[src/rtl/data_mem_pkg.sv]
// Shared types and constants for the data-memory arbiter.
// Optional feature macro used by this slice: ARB_ROUND_ROBIN_EN (round-robin arbitration
// instead of fixed priority).
package data_mem_pkg;

  // Arbiter ownership state: free for any requester, or held by a burst owner.
  typedef enum logic {ARB_IDLE, ARB_LOCKED} arb_state_t;

  // Requester id field of a read tag; sized for up to 16 requesters.
  localparam int TAG_ID_W = 4;

  // One entry of the read-return pipeline.
  typedef struct packed {
    logic                valid;
    logic [TAG_ID_W-1:0] id;
  } rd_tag_t;

  // Region decode of address[18:16] as seen by the memory manager.
  localparam logic [2:0] REG_GENERAL = 3'b000;
  localparam logic [2:0] REG_IMG_IN  = 3'b001;
  localparam logic [2:0] REG_IMG_OUT = 3'b010;
  localparam logic [2:0] REG_BUTTONS = 3'b111;

endpackage

[src/rtl/data_mem_arbiter_arb_pick.sv]
// Combinational winner select among active requests.
// ARB_ROUND_ROBIN_EN defined: search starts at ptr and wraps.
// Not defined: lowest index wins and there is no pointer input.
module arb_pick
  import data_mem_pkg::*;
#(
  parameter int NUM_REQ = 2,
  parameter int IDW     = 1
) (
  input  logic [NUM_REQ-1:0] req,
`ifdef ARB_ROUND_ROBIN_EN
  input  logic [IDW-1:0]     ptr,
`endif
  output logic               found,
  output logic [IDW-1:0]     winner
);

  int idx;

  // Scan from the farthest candidate to the nearest so the nearest active one wins.
  always_comb begin
    found  = 1'b0;
    winner = '0;
    idx    = 0;
    for (int k = NUM_REQ - 1; k >= 0; k--) begin
`ifdef ARB_ROUND_ROBIN_EN
      idx = (int'(ptr) + k) % NUM_REQ;
`else
      idx = k;
`endif
      if (req[IDW'(idx)]) begin
        found  = 1'b1;
        winner = IDW'(idx);
      end
    end
  end

endmodule

[src/rtl/data_mem_arbiter.sv]
// Shares one synchronous data-memory port between NUM_REQ requesters (index 0 = CPU).
// At most one access per cycle; grants are combinational so the granted access reaches
// the memory port in the same cycle. Read data is steered back to the issuing requester
// RD_LAT cycles later through a tag pipeline.
// Optional macro: ARB_ROUND_ROBIN_EN selects round-robin arbitration in the idle state;
// without it the lowest-index requester always wins.
module data_mem_arbiter
  import data_mem_pkg::*;
#(
  parameter int NUM_REQ = 2,
  parameter int AW      = 32,
  parameter int DW      = 32,
  parameter int RD_LAT  = 1
) (
  input  logic                  CLK,
  input  logic                  RST,
  input  logic [NUM_REQ-1:0]    req_i,
  input  logic [NUM_REQ-1:0]    lock_i,
  input  logic [NUM_REQ-1:0]    wren_i,
  input  logic [NUM_REQ*AW-1:0] addr_i,
  input  logic [NUM_REQ*DW-1:0] wdata_i,
  output logic [NUM_REQ-1:0]    gnt_o,
  output logic [NUM_REQ-1:0]    rvalid_o,
  output logic [DW-1:0]         rdata_o,
  output logic [AW-1:0]         mem_addr_o,
  output logic [DW-1:0]         mem_data_o,
  output logic                  mem_wren_o,
  input  logic [DW-1:0]         mem_q_i
);

  localparam int IDW = (NUM_REQ > 1) ? $clog2(NUM_REQ) : 1;

  arb_state_t     state_reg, state_next;
  logic [IDW-1:0] owner_reg, owner_next;
  logic [AW-1:0]  addr_hold_reg;
  logic [DW-1:0]  data_hold_reg;
  rd_tag_t        tag_pipe_reg [RD_LAT];
  rd_tag_t        tag_in;
  rd_tag_t        tag_tail;

  logic [AW-1:0]  addr_arr  [NUM_REQ];
  logic [DW-1:0]  wdata_arr [NUM_REQ];

  logic           pick_found;
  logic [IDW-1:0] pick_id;
  logic           gnt_any;
  logic [IDW-1:0] gnt_id;

  // Unpack the per-requester address and write-data buses.
  genvar gi;
  generate
    for (gi = 0; gi < NUM_REQ; gi++) begin : g_unpack
      assign addr_arr[gi]  = addr_i[gi*AW +: AW];
      assign wdata_arr[gi] = wdata_i[gi*DW +: DW];
    end
  endgenerate

`ifdef ARB_ROUND_ROBIN_EN
  logic [IDW-1:0] rr_ptr_reg, rr_ptr_next;

  arb_pick #(.NUM_REQ(NUM_REQ), .IDW(IDW)) u_pick (
    .req    (req_i),
    .ptr    (rr_ptr_reg),
    .found  (pick_found),
    .winner (pick_id)
  );

  // Pointer moves just past the winner of every idle-state grant.
  always_comb begin
    rr_ptr_next = rr_ptr_reg;
    if (gnt_any && (state_reg == ARB_IDLE)) begin
      rr_ptr_next = (gnt_id == IDW'(NUM_REQ - 1)) ? '0 : gnt_id + IDW'(1);
    end
  end

  // Round-robin pointer register.
  always_ff @(posedge CLK) begin
    if (RST) rr_ptr_reg <= '0;
    else     rr_ptr_reg <= rr_ptr_next;
  end
`else
  arb_pick #(.NUM_REQ(NUM_REQ), .IDW(IDW)) u_pick (
    .req    (req_i),
    .found  (pick_found),
    .winner (pick_id)
  );
`endif

  // Grant decision and ownership FSM; nothing is granted while reset is held.
  always_comb begin
    state_next = state_reg;
    owner_next = owner_reg;
    gnt_any    = 1'b0;
    gnt_id     = owner_reg;
    if (!RST) begin
      case (state_reg)
        ARB_IDLE: begin
          if (pick_found) begin
            gnt_any = 1'b1;
            gnt_id  = pick_id;
            if (lock_i[pick_id]) begin
              state_next = ARB_LOCKED;
              owner_next = pick_id;
            end
          end
        end
        ARB_LOCKED: begin
          if (req_i[owner_reg]) begin
            gnt_any = 1'b1;
            gnt_id  = owner_reg;
            if (!lock_i[owner_reg]) state_next = ARB_IDLE;
          end else if (!lock_i[owner_reg]) begin
            state_next = ARB_IDLE;
          end
        end
        default: state_next = ARB_IDLE;
      endcase
    end
  end

  // FSM state and burst owner registers.
  always_ff @(posedge CLK) begin
    if (RST) begin
      state_reg <= ARB_IDLE;
      owner_reg <= '0;
    end else begin
      state_reg <= state_next;
      owner_reg <= owner_next;
    end
  end

  generate
    for (gi = 0; gi < NUM_REQ; gi++) begin : g_gnt
      assign gnt_o[gi] = gnt_any && (gnt_id == IDW'(gi));
    end
  endgenerate

  // Memory port follows the granted requester; address/data park on the last access.
  assign mem_wren_o = gnt_any && wren_i[gnt_id];
  assign mem_addr_o = gnt_any ? addr_arr[gnt_id]  : addr_hold_reg;
  assign mem_data_o = gnt_any ? wdata_arr[gnt_id] : data_hold_reg;

  // Remember the last driven address/data so the bus is quiet between accesses.
  always_ff @(posedge CLK) begin
    if (RST) begin
      addr_hold_reg <= '0;
      data_hold_reg <= '0;
    end else if (gnt_any) begin
      addr_hold_reg <= addr_arr[gnt_id];
      data_hold_reg <= wdata_arr[gnt_id];
    end
  end

  // A granted read enters the tag pipeline; writes enter as bubbles.
  assign tag_in.valid = gnt_any && !wren_i[gnt_id];
  assign tag_in.id    = TAG_ID_W'(gnt_id);

  // Tag shift register matching the memory read latency; reset discards in-flight reads.
  always_ff @(posedge CLK) begin
    if (RST) begin
      for (int i = 0; i < RD_LAT; i++) tag_pipe_reg[i] <= '0;
    end else begin
      tag_pipe_reg[0] <= tag_in;
      for (int i = 1; i < RD_LAT; i++) tag_pipe_reg[i] <= tag_pipe_reg[i-1];
    end
  end

  assign tag_tail = tag_pipe_reg[RD_LAT-1];

  generate
    for (gi = 0; gi < NUM_REQ; gi++) begin : g_rvalid
      assign rvalid_o[gi] = !RST && tag_tail.valid && (tag_tail.id == TAG_ID_W'(gi));
    end
  endgenerate

  assign rdata_o = (!RST && tag_tail.valid) ? mem_q_i : '0;

endmodule

[config.mk]
export PLATFORM = sky130hd
export DESIGN_NAME = data_mem_arbiter
export DESIGN_NICKNAME = d
export VERILOG_FILES = /design/src/rtl/data_mem_pkg.sv /design/src/rtl/data_mem_arbiter_arb_pick.sv /design/src/rtl/data_mem_arbiter.sv
export SDC_FILE = /design/constraint.sdc
export NUM_CORES = 1
export LEC_CHECK = 0
export CORE_ASPECT_RATIO = 0.75
export CORE_MARGIN = 1.5
export CORE_UTILIZATION = 36
export CTS_BUF_LIST = sky130_fd_sc_hd__clkbuf_8 sky130_fd_sc_hd__clkbuf_16
export CTS_CLUSTER_DIAMETER = 150
export CTS_CLUSTER_SIZE = 14
export DETAILED_ROUTE_END_ITERATION = 10
export HOLD_SLACK_MARGIN = 0.02
export PLACE_DENSITY = 0.94
export SYNTH_ARGS = -nofsm -noshare
export SYNTH_HDL_FRONTEND = slang
export SYNTH_SLANG_ARGS = --single-unit
export TNS_END_PERCENT = 10
[constraint.sdc]
create_clock -name CLK -period 2.3 [get_ports CLK]
set_input_delay 0.46 -clock CLK [delete_from_list [all_inputs] [get_ports CLK]]
set_output_delay 0.46 -clock CLK [all_outputs]
set_load 0.005 [all_outputs]
==> summary.md, run 1 <==
| Metric | Value |
|---|---|
| Final Total Pwr | `3.38 mW` |
| Crit-path cells | `nor2b_4, nor2_4, buf_6, buf_12, buf_4, mux2_2, clkdlybuf4s15_1` |
| Crit Path Class | `flip-flop to output pin` |
| Leak | `2.67 nW` |
| Port-buffer cells | `199` |
| Chip Height | `87.7 um` |
| Maximum Capacitance Violations | `0` |
| Relative slew slack | `54.9%` |
| Fin area | `6000 sq um` |
| Final #Nets | `772` |
| CTS root buf | `clkbuf_16` |
| Diodes inserted | `0` |
| Area grow syn2layout | `74.2%` |
| Initial antenna violation count | `0` |
| Iter 0 DRT Violations | `207` |
| Die Wd | `116 um` |
| IO Pins | `269` |
| Syn. warnings | `0` |
| Dpl cells | `700` |
| Reg clk slew, reported paths | `0.05 ns` |
| Minimum clock period | `2.26 ns` |
| Post-Route WL | `10900 um` |
| CP Launch Type | `flip-flop` |
| Placed cell areas | `5540 sq um` |
| Post-DRT Antenna Nets | `0` |
| Clk_skew | `0.00729 ns` |
| Post-CTS Hold Buffers | `0` |
| Vias in the first global route | `3269` |
| H-tree levels | `3` |
| Crit path DAT | `1.80 ns` |
| Starting Density | `37.6%` |
| Worst Max-Slew Pin Slew | `0.677 ns` |
| Slowest stage delay, CP | `0.32 ns` |
| Status | `finished, final reports clean` |
| Synth Register Bits | `66` |
| Routed WL per cell | `14.8 um` |
| Worst path bufs/invs | `4` |
| P per Cell Area | `564 nW/um^2` |
| Drt pass-1 iters | `4` |
| Library cells used by synthesis | `17` |
| Worst vdd ir | `0.299 mV` |
| Global route overflow | `0` |
| Total number of vias | `3357` |
| Max Freq | `443 MHz` |
| Die area | `10200 sq um` |
| Clock Latency Late Sink | `0.32 ns` |
| Cell family with most CP delay | `buffers and inverters` |
| Fraction of layout cells with a size suffix above 1 | `24.2%` |
| Crit path max fanout | `6` |
| First-pass GRT wire length | `16000 um` |
| Smallest hold slack | `0.448 ns` |
| Final GP Congestion | `0.714` |
| Fin crit share | `98.2%` |
| Syn Std Cell Area | `3440 sq um` |
| CTS tree | `yes` |
| Via density | `4.57` |
| Synthesized instance count | `396` |
| CORE AREA | `9160 sq um` |
| # DRC | `0` |
| Syn_area_per_cell | `8.70 sq um` |
| RSZ-0062 raised after global routing | `true` |
| Total CTS buffers | `9` |
| Final setup violation count | `0` |
| Critical Path Sink Type | `output pin` |
| Sink Count | `66` |
| DPL Wire Length | `7740 um` |
| Worst Hold Class | `flip-flop to flip-flop` |
| Max clock buf depth | `2` |
| Site Rows | `30` |
| Final hold vios | `0` |
| Worst path required time | `1.84 ns` |
| Critical path's slowest cell | `dfxtp_2` |
| All-Layer GR Usage | `20.1%` |
| Seq/Total Area, Yosys | `38.4%` |
| Non-Filler Instances | `735` |
| Fin. max-slew vios | `0` |
| Largest net degree at the start of global routing | `66` |
-- synth_stat cells, drive strengths merged --
| library cell | count | share of area (%) |
|---|---|---|
| buf | 25 | 4.7 |
| a21oi | 64 | 9.3 |
| clkbuf | 9 | 0.98 |
| nor3 | 1 | 0.15 |
| dfxtp | 66 | 38 |
| nor2b | 3 | 0.76 |
| mux2 | 64 | 25 |
| nor2 | 1 | 0.18 |
| nand2b | 1 | 0.18 |
| nand2 | 128 | 14 |
| conb | 1 | 0.11 |
| and2 | 33 | 6.0 |
-- cell usage in the layout, fill, tap and decap left out --
master,Yosys,final
buf_2,16,4
mux2_4,40,40
and2_1,33,33
clkinvlp_4,0,1
buf_6,5,3
nor2_4,0,1
buf_4,3,12
nor2b_1,2,1
dfxtp_1,66,65
bufinv_16,0,1
nand2_1,128,128
nor3_1,1,1
nand2b_2,0,1
nor2b_4,1,1
buf_12,0,8
dlygate4sd2_1,0,23
conb_1,1,2
nor2b_2,0,1
clkbuf_8,0,2
clkdlybuf4s50_1,0,132
buf_8,0,1
inv_1,0,1
clkbuf_2,0,30
dfxtp_2,0,1
clkdlybuf4s15_1,0,10
clkbuf_16,0,10
a21oi_1,64,64
mux2_2,24,24
buf_16,0,6
-- layout make-up --
class / count / area [sq um]
Clock buffer: 11 / 253
Clock inverter: 3 / 41.3
Fill cell: 782 / 3160
Multi-Input combinational cell: 297 / 1940
Sequential cell: 66 / 1320
Tap cell: 128 / 160
Timing Repair Buffer: 230 / 2280
-- cell families (layout without fill, tap and decap cells) --
family / after synthesis / count (layout) / synth area share [%]
buffers and inverters: 34 / 244 / 5.70
AO/OA/AOI/OAI: 64 / 64 / 9.30
flip-flops: 66 / 66 / 38.4
AND/OR/NAND/NOR: 167 / 167 / 21.2
multiplexers: 64 / 64 / 25.3
other: 1 / 2 / 0.109
-- routing by layer --
metal | routed length (um) | vias up | GRT usage (%)
li1 | - | 1707 | -
met2 | 5370 | 98 | 33.7
met1 | 4850 | 1541 | 25.8
met3 | 559 | 11 | 4.91
met4 | 95 | 0 | 5.76
met5 | 0 | - | 0
-- worst paths after layout --
path | slack (ns) | endpoint | cells past startpoint | start
max | 0.04 | mem_addr_o[26] | 7 | state_reg
min | 0.45 | data_hold_reg[21] | 2 | data_hold_reg[21]
max reg2reg | 0.82 | addr_hold_reg[7] | 4 | state_reg
min reg2reg | 0.45 | data_hold_reg[21] | 2 | data_hold_reg[21]
-- power breakdown --
part | total [mW] | switching (mW) | internal [mW]
registers | 1.25 | 0.0361 | 1.22
clock network | 1.32 | 0.441 | 0.880
logic | 0.809 | 0.285 | 0.524
total | 3.38 | 0.762 | 2.62
-- per-stage QoR --
step	setup slack, ns	utilization (%)	setup TNS [ns]
2_1_floorplan	0.615	-	0
3_3_place_gp	-0.460	60.5	-27.00
3_5_place_dp	-0.468	60.5	-27.76
4_1_cts	-0.103	66.1	-0.708
5_1_grt	-0.0287	65.5	-0.0287
6_report	0.0404	65.5	0
-- worst min-delay path: cells and delay by family, from the launching register on --
kind | cells | cell delay, ns
compound gates | 1 | 0.05
flops | 1 | 0.30
simple gates | 1 | 0.05
-- what timing repair did --
| item | 4_1_cts | 5_1_grt |
|---|---|---|
| endpoints found under the setup margin | 66 | 61 |
| pin swaps | 1 | 1 |
| cloned | 5 | 1 |
| setup buffers | 9 | 7 |
| gates resized for setup | 106 | 53 |
Power figures use the tool's default switching activity.
==> run 2: changes to the inputs <==
CAP_MARGIN = 20   (was not set)
==> results of run 2 <==
No change in the layout: final DEF, timing and power equal those of run 1.
==> run 3: changes to the inputs <==
CTS_CLUSTER_SIZE = 12   (was 14)
PLACE_DENSITY = 0.95   (was 0.94)
==> summary.md, run 3 (synthesis results as in run 1) <==
| Metric | Value |
|---|---|
| Status | `finished, final reports clean` |
| Diodes inserted | `0` |
| FILL cells | `757` |
| Die area | `10200 sq um` |
| Clk_skew | `0.00396 ns` |
| Minimum clock period | `2.25 ns` |
| Critical path's slowest cell | `mux2_2` |
| Largest net degree at the start of global routing | `66` |
| R2r startpoint | `state_reg` |
| Post-DRT Antenna Nets | `0` |
| Non-Filler Instances | `727` |
| Iter 0 DRT Violations | `227` |
| Fraction of layout cells with a size suffix above 1 | `20.9%` |
| Vias in the first global route | `3339` |
| Post-Route WL | `11100 um` |
| Worst Max-Slew Pin Slew | `0.680 ns` |
| HP Start | `addr_hold_reg[17]` |
| Commonest non-fill, non-tap cell in the layout | `clkdlybuf4s50_1` |
| Post-CTS Hold Buffers | `0` |
| Crit path DAT | `1.79 ns` |
| Initial antenna violation count | `0` |
| Max Freq | `445 MHz` |
| Register area | `1320 sq um` |
| Area grow syn2layout | `70.7%` |
| Multi-input logic area | `1940 sq um` |
| Total number of vias | `3431` |
| First-pass GRT wire length | `16200 um` |
| Critical Path Sink Type | `output pin` |
| Drt pass-1 iters | `4` |
| CP Launch Type | `flip-flop` |
| Worst vdd ir | `0.355 mV` |
| Setup tns final | `0 ns` |
| Global route overflow | `0` |
| RSZ-0062 raised after global routing | `true` |
| Crit-path cells | `nor2b_4, nor2_4, buf_6, buf_12, mux2_2, dlygate4sd2_1` |
| Final setup violation count | `0` |
| Sink Count | `66` |
| IO Pins | `269` |
| CORE AREA | `9160 sq um` |
| H-tree levels | `3` |
| Fin crit share | `97.8%` |
| Leak | `2.69 nW` |
| Worst Hold Class | `flip-flop to flip-flop` |
| Routed WL per cell | `15.2 um` |
| CTS tree | `yes` |
| Worst path required time | `1.84 ns` |
| Reg clk slew, reported paths | `0.05 ns` |
| Cell family with most CP delay | `buffers and inverters` |
| Final #Nets | `762` |
| Commonest cells after routing, fill and taps aside | `clkdlybuf4s50_1 (132), nand2_1 (128), dfxtp_1 (65)` |
| Final hold vios | `0` |
| Fin. max-slew vios | `0` |
| Total CTS buffers | `9` |
| DPL Wire Length | `7660 um` |
| Dpl cells | `697` |
| Crit path max fanout | `10` |
| Clock Latency Late Sink | `0.32 ns` |
| Max clock buf depth | `2` |
| All-Layer GR Usage | `20.6%` |
| Starting Density | `37.6%` |
| Utilization after layout | `64.2%` |
| Worst path bufs/invs | `3` |
| Crit Path Class | `flip-flop to output pin` |
| # DRC | `0` |
| Die Wd | `116 um` |
| Chip Height | `87.7 um` |
| Final GP Congestion | `0.692` |
| Slowest stage delay, CP | `0.34 ns` |
| P per Cell Area | `549 nW/um^2` |
| Beginning of the critical path | `state_reg` |
| Maximum Capacitance Violations | `0` |
| Port-buffer cells | `199` |
| Final Total Pwr | `3.23 mW` |
| Site Rows | `30` |
| Relative slew slack | `54.7%` |
| CTS root buf | `clkbuf_16` |
| Via density | `4.72` |
==> run 3: cell types whose count changed in the layout (fill, tap and decap cells not counted), moves of 2 or more <==
| cell | previous run | this run |
|---|---|---|
| buf_4 | 12 | 8 |
| clkdlybuf4s15_1 | 10 | 7 |
| dlymetal6s2s_1 | 0 | 7 |
| buf_12 | 8 | 5 |
| clkbuf_2 | 30 | 20 |
| dlygate4sd2_1 | 23 | 31 |
| inv_1 | 1 | 3 |
| clkinv_2 | 0 | 3 |
| buf_2 | 4 | 2 |
==> run 3: timing repair <==
action / CTS / global route
gates cloned: 5 / 0
endpoints found under the setup margin: 66 / 60
setup buffers: 5 / 4
pin swaps: 1 / 1
resized for setup: 87 / 39
==> run 3: layer usage <==
metal	up-vias	global-route usage [%]	wire, um	part of all wire, %
met5	-	0	0	0
met2	129	36.1	5570	50
met4	0	6.54	174	1.6
met1	1593	24.7	4730	43
met3	18	5.61	600	5.4
li1	1691	-	-	-
==> run 3: through the flow <==
| step | hold slack [ns] | worst slack, ns | instance area [sq um] |
|---|---|---|---|
| floorplan | 0.429 | 0.615 | 3450 |
| finish | 0.450 | 0.0507 | 5880 |
| CTS | 0.452 | -0.150 | 5920 |
| detailed placement | 0.445 | -0.474 | 5510 |
| global placement | 0.436 | -0.445 | 5510 |
| global route | 0.473 | -0.00957 | 5880 |
==> run 3: worst paths after layout <==
kind / slack [ns] / end / depth (start not counted)
setup / recovery: 0.05 / mem_addr_o[28] / 6
hold / removal: 0.45 / addr_hold_reg[17] / 2
setup reg to reg: 0.70 / data_hold_reg[0] / 4
hold reg to reg: 0.45 / addr_hold_reg[17] / 2
==> run 3: worst min-delay path, stage by stage (launching register included) <==
cell and delay, ns:
dfxtp_1 0.30, nand2_1 0.05, a21oi_1 0.05
==> run 3: final cells by class <==
cell class,instances,share of cell area [%]
timing repair buffer,220,37.3
tap,128,2.72
clock buffer,10,4.06
multi-input combinational,297,33.0
clock inverter,6,0.447
sequential,66,22.5
==> run 3: report_power, final <==
group / leakage (nW) / switching, mW / internal (mW)
Combinational: 2.00 / 0.279 / 0.503
Clock: 0.146 / 0.450 / 0.739
Sequential: 0.549 / 0.0377 / 1.22
